<file path="src/rtl/user_input_ctrl.sv">
// Decimal number entry for the processor's input instruction.
// Three debounced pushbuttons (digit / enter / clear) build a BCD-typed
// number from SW[3:0]. ENTER commits it to the datapath with a one-cycle
// valid pulse. The running entry and digit count are exposed for display echo.

// Debouncer for one active-low pushbutton. It produces a one-cycle press pulse
// on the accepted released->pressed edge.
module user_input_ctrl_debounce #(
  parameter int DEBOUNCE_CYCLES = 50000
) (
  input  logic clk,
  input  logic reset,
  input  logic key_n,
  output logic press
);

  localparam int                CNT_W    = $clog2(DEBOUNCE_CYCLES);
  localparam logic [CNT_W-1:0] CNT_LAST = CNT_W'(DEBOUNCE_CYCLES - 1);

  logic             sync_p0;
  logic             sync_p1;
  logic             level;
  logic [CNT_W-1:0] cnt;

  // Two-flop synchronizer. The key is inverted here, so 1 means pressed from this point on.
  always_ff @(posedge clk or negedge reset) begin
    if (!reset) begin
      sync_p0 <= 1'b0;
      sync_p1 <= 1'b0;
    end else begin
      sync_p0 <= ~key_n;
      sync_p1 <= sync_p0;
    end
  end

  // Accept a new level only after it has disagreed with the current one for
  // DEBOUNCE_CYCLES consecutive cycles. Any return to the old level restarts the count.
  always_ff @(posedge clk or negedge reset) begin
    if (!reset) begin
      level <= 1'b0;
      cnt   <= '0;
      press <= 1'b0;
    end else begin
      press <= 1'b0;
      if (sync_p1 == level) begin
        cnt <= '0;
      end else if (cnt == CNT_LAST) begin
        level <= sync_p1;
        cnt   <= '0;
        press <= sync_p1;
      end else begin
        cnt <= cnt + CNT_W'(1);
      end
    end
  end

endmodule

module user_input_ctrl #(
  parameter int DEBOUNCE_CYCLES = 50000,
  parameter int MAX_DIGITS      = 8
) (
  input  logic        clk,
  input  logic        reset,
  input  logic        input_req,
  input  logic        key_digit_n,
  input  logic        key_enter_n,
  input  logic        key_clear_n,
  input  logic [3:0]  SW,
  output logic [31:0] value,
  output logic        value_valid,
  output logic        busy,
  output logic [31:0] entry,
  output logic [3:0]  digit_count
);

  typedef enum logic [1:0] {
    IDLE    = 2'd0,
    COLLECT = 2'd1,
    DONE    = 2'd2
  } state_t;

  localparam logic [3:0] MAX_CNT = 4'(MAX_DIGITS);

  state_t state;
  logic   ev_digit;
  logic   ev_enter;
  logic   ev_clear;
  logic   digit_ok;

  // Shift one decimal digit into the accumulated number. With at most 9 digits,
  // the result stays below 2^32, so no saturation is needed.
  function automatic logic [31:0] append_digit(input logic [31:0] acc,
                                               input logic [3:0]  d);
    return acc * 32'd10 + {28'd0, d};
  endfunction

  user_input_ctrl_debounce #(.DEBOUNCE_CYCLES(DEBOUNCE_CYCLES)) u_db_digit (
    .clk   (clk),
    .reset (reset),
    .key_n (key_digit_n),
    .press (ev_digit)
  );

  user_input_ctrl_debounce #(.DEBOUNCE_CYCLES(DEBOUNCE_CYCLES)) u_db_enter (
    .clk   (clk),
    .reset (reset),
    .key_n (key_enter_n),
    .press (ev_enter)
  );

  user_input_ctrl_debounce #(.DEBOUNCE_CYCLES(DEBOUNCE_CYCLES)) u_db_clear (
    .clk   (clk),
    .reset (reset),
    .key_n (key_clear_n),
    .press (ev_clear)
  );

  // A digit is taken only if it is valid BCD and there is still room for it.
  assign digit_ok = (SW <= 4'd9) && (digit_count < MAX_CNT);

  // Entry FSM. Losing the request takes precedence over any key event in the
  // same cycle, because nobody is waiting for the value any more.
  always_ff @(posedge clk or negedge reset) begin
    if (!reset) begin
      state       <= IDLE;
      value       <= '0;
      value_valid <= 1'b0;
      busy        <= 1'b0;
      entry       <= '0;
      digit_count <= '0;
    end else begin
      value_valid <= 1'b0;
      case (state)
        IDLE: begin
          if (input_req) begin
            state       <= COLLECT;
            busy        <= 1'b1;
            entry       <= '0;
            digit_count <= '0;
          end
        end
        COLLECT: begin
          if (!input_req) begin
            state <= IDLE;
            busy  <= 1'b0;
          end else if (ev_clear) begin
            entry       <= '0;
            digit_count <= '0;
          end else if (ev_enter) begin
            value       <= entry;
            value_valid <= 1'b1;
            state       <= DONE;
            busy        <= 1'b0;
          end else if (ev_digit && digit_ok) begin
            entry       <= append_digit(entry, SW);
            digit_count <= digit_count + 4'd1;
          end
        end
        DONE: begin
          // Hold here until the request drops, so a lingering request cannot commit twice.
          if (!input_req) begin
            state <= IDLE;
          end
        end
        default: begin
          state <= IDLE;
          busy  <= 1'b0;
        end
      endcase
    end
  end

endmodule

</file>
<file path="config.mk">
export PLATFORM = sky130hd
export DESIGN_NAME = user_input_ctrl
export DESIGN_NICKNAME = d
export VERILOG_FILES = /design/src/rtl/user_input_ctrl.sv
export SDC_FILE = /design/constraint.sdc
export NUM_CORES = 1
export LEC_CHECK = 0
export BUFFER_PORTS_ARGS = -buffer_cell sky130_fd_sc_hd__buf_2
export CORE_MARGIN = 4
export CORE_UTILIZATION = 55
export CTS_CLUSTER_SIZE = 25
export DETAILED_ROUTE_END_ITERATION = 7
export PLACE_DENSITY = 0.75
export SLEW_MARGIN = 25
export SYNTH_ARGS = -nofsm -noshare
export SYNTH_HDL_FRONTEND = slang
export SYNTH_SLANG_ARGS = --single-unit
</file>
<file path="constraint.sdc">
create_clock -name clk -period 8.4 [get_ports clk]
set_input_delay 0.84 -clock clk [delete_from_list [all_inputs] [get_ports clk]]
set_output_delay 0.84 -clock clk [all_outputs]
set_load 0.005 [all_outputs]
</file>
==> summary.md <==
| Metric | Value |
|---|---|
| Switching part of the total | `0.3628` |
| TritonCTS sink count | `132` |
| Seq/Total Area, Yosys | `0.4078` |
| Critical Path Sink Type | `flip-flop` |
| Clock power share | `0.344` |
| Multiplexer share of the synthesized area | `0.05113` |
| Drc violations | `0` |
| Count leader, synth | `dfrtp_1` |
| Reg-to-reg startpoint | `entry[1]` |
| RSZ-0062 raised after global routing | `no` |
| Largest net degree at the start of global routing | `75` |
| Num CTS Buffers | `17` |
| Pwr per Cell Area | `243.5 nW/um2` |
| Vias | `6475` |
| Seq cells post-synth | `132` |
| Worst vdd ir | `139.3 uV` |
| Post-synth EDFFs | `0` |
| CP max FO | `7` |
| Detail Route Antenna Nets | `0` |
| Critical-path top delay cell | `or4_1` |
| Leak pwr | `4.687 nW` |
| CTS tree | `built` |
| CTS hold repair buffers | `0` |
| Clk_skew | `0.009688 ns` |
| Gpl congestion | `0.9378` |
| Post-route setup slack | `4.546 ns` |
| Die Span Y | `129.4 um` |
| Mapped Area | `8100 um2` |
| Site Rows | `44` |
| Combinational share of power | `0.323` |
| Top cells by area, synth | `dfrtp_1 (41%), ha_1 (9.6%), mux2_2 (4.9%)` |
| Number of global-route vias before repair | `6056` |
| Async SR Flop Fraction | `1.000` |
| Sw Pwr | `0.8164 mW` |
| Worst-margin pin slew | `1.001 ns` |
| WP data required | `8.77 ns` |
| Finished Layout Cells | `1100` |
| CTS resizes | `0` |
| Iteration-0 DRC Markers | `471` |
| Share of layout cells above drive strength 1 | `0.1889` |
| Worst Hold Depth | `0` |
| IO Pins | `80` |
| Die area | `16730 um2` |
| Post-detail-place hpwl | `12.85 mm` |
| Highest clock rate | `259.4 MHz` |
| Hold Slack | `0.3512 ns` |
| Largest family of logic cells by synthesized area | `simple AND/OR/NAND/NOR gates` |
| Synth Area in XOR/XNOR | `0.09268` |
| Vias per Instance | `5.886` |
| Delay-heaviest family, CP | `simple AND/OR/NAND/NOR gates` |
| Area of the multi-input gates | `4646 um2` |
| Dpl cells | `1068` |
| Status | `completed` |
| Final setup fails | `0` |
| Synth Net Count | `905` |
| Fillers | `1212` |
| Period utilization | `0.4589` |
| Prevailing post-synth register cell | `dfrtp_1` |
| DR WL/cell | `16.29 um` |
| Worst R2R End | `entry[28]` |
| Buffers inserted by post-CTS timing repair | `0` |
| Area leader, netlist | `dfrtp_1` |
| Yosys warning total | `0` |
| Routed WL | `17.92 mm` |
| Crit-path max cell delay | `0.47 ns` |
| Cells on worst reg2reg path | `12` |
| Compound-Gate Fraction of Synth Area | `0.1339` |
| Buf/Inv on CP | `0` |
| Max cap viols | `0` |
| Final Hold Fails | `0` |
| Worst rel slew slack | `0.3308` |
| H-tree Lvls | `4` |
| Most frequent cells after synthesis | `dfrtp_1 (132), nand2_1 (94), nor2_1 (89), ha_1 (62), xor2_1 (44)` |
| Pre-CTS setup slack | `4.588 ns` |
| Post-Synth Adder-Cell Area | `0.1007` |
| Setup Total Neg Slack | `0 ns` |
| FF+latch area | `3303 um2` |
| Clk Latency, worst-skew pair | `0.43 ns` |
| Diodes inserted | `0` |
| Clock Path Buffers | `2` |
| Kind of critical path | `reg2reg` |
| Hold EP | `u_db_clear.sync_p1` |
| HP Class | `reg2reg` |
| Distinct cells, synth | `67` |
| Synth top area share | `0.4078` |
| Initial Util | `0.5595` |
| Grt ovf | `0` |
| Core Region | `14480 um2` |
| Fin. max-slew vios | `0` |
| First-pass GRT wire length | `30.00 mm` |
| Simple-Gate Fraction of Synth Area | `0.1949` |
| Global Route Usage Sum | `0.2243` |
| Sequential Power Share | `0.334` |
| Initial antenna violation count | `0` |
| Reg2Reg Setup Slack | `4.55 ns` |
| I/O Buffers | `79` |
| Startpoint types | `flip-flop` |
| DRT Pass-1 Iters | `5` |
| Die width | `129.4 um` |
| Mapped Cells | `831` |
| Worst-path clk slew | `0.06 ns` |
| Worst path cell trace | `ha_1 > ha_1 > fa_1 > a21o_1 > a21o_1 > a21oi_1 > xnor2_1 > and4_1 > nand3_2 > or2_0 > or4_1 > nand3_1` |
| Arrival time at the worst endpoint | `4.22 ns` |
| Area Overhead vs Synth | `14.07%` |
| Pint | `1.434 mW` |
| Syn_area_per_cell | `9.748 um2` |
| Hold path start | `u_db_clear.sync_p0` |
| # nets final | `977` |
| Final min period | `3.854 ns` |
| CTS root buf | `clkbuf_16` |
-- metrics by stage --
stage | util | power, mW | area (um2)
6_report | 0.6382 | 2.250 | 9240
4_1_cts | 0.6382 | 2.262 | 9240
3_5_place_dp | 0.5957 | 1.478 | 8626
5_1_grt | 0.6382 | 2.385 | 9240
2_1_floorplan | - | 1.282 | 8100
3_3_place_gp | 0.5957 | 1.462 | 8626
-- sequential cells by signal, summed over array words and instances (netlist names), 2 cells and up --
| signal | count |
|---|---|
| u_db_digit.cnt | 16 |
| state | 2 |
| digit_count | 4 |
| entry | 32 |
| u_db_enter.cnt | 16 |
| value | 32 |
| u_db_clear.cnt | 16 |
-- final cells by class --
class                      count  area share
timing repair buffer          81     0.04509
clock inverter                13     0.01855
clock buffer                  19     0.04794
tap                          184     0.02492
inverter                       8    0.003250
sequential                   132      0.3575
multi-input combinational    663      0.5028
-- cell families (layout without fill, tap and decap cells) --
logic type      count (synthesis)  after routing
flops                         132            132
compound gates                156            156
simple gates                  322            322
buf+inv                        36            121
mux                            37             37
fa+ha+maj                      64             64
xor+xnor                       84             84
-- power groups by stage --
stage | clock network [mW] | logic (mW) | registers [mW]
2_1_floorplan | 0 | 0.535 | 0.748
3_3_place_gp | 0 | 0.703 | 0.759
3_5_place_dp | 0 | 0.715 | 0.762
4_1_cts | 0.788 | 0.723 | 0.751
5_1_grt | 0.816 | 0.810 | 0.759
6_report | 0.773 | 0.726 | 0.751
-- worst reg2reg max path, cell delays in order, from the launching register on --
cell and delay, ns:
dfrtp_1 0.45, ha_1 0.32, ha_1 0.24, fa_1 0.42, a21o_1 0.21, a21o_1 0.20, a21oi_1 0.33, xnor2_1 0.27
and4_1 0.39, nand3_2 0.14, or2_0 0.24, or4_1 0.47, nand3_1 0.09
-- cell usage in the layout, fill, tap and decap left out, types with 19 or more instances in the layout --
cell,instances
dfrtp_1,132
nor2_1,89
nand2_1,94
nand3_1,31
nand4_1,23
ha_1,62
o21ai_0,40
xnor2_1,38
buf_2,78
and3_1,19
xor2_1,44
a21oi_1,38
mux2_2,35
-- layer usage --
metal	vias to the layer above	GRT usage	share of wire
met5	-	0	0
met4	0	0.08091	0.020
met3	26	0.04864	0.054
met2	179	0.3460	0.46
met1	3128	0.3135	0.47
li1	3142	-	-
-- worst max-delay path by stage --
stage,start,end,cells after the start
after floorplan,entry[1],entry[28],13
after global placement,entry[1],entry[28],12
after detailed placement,entry[1],entry[28],12
after CTS,entry[1],entry[28],12
after global routing,entry[1],entry[27],12
final,entry[1],entry[28],12
(Power assumes the default switching activity.)
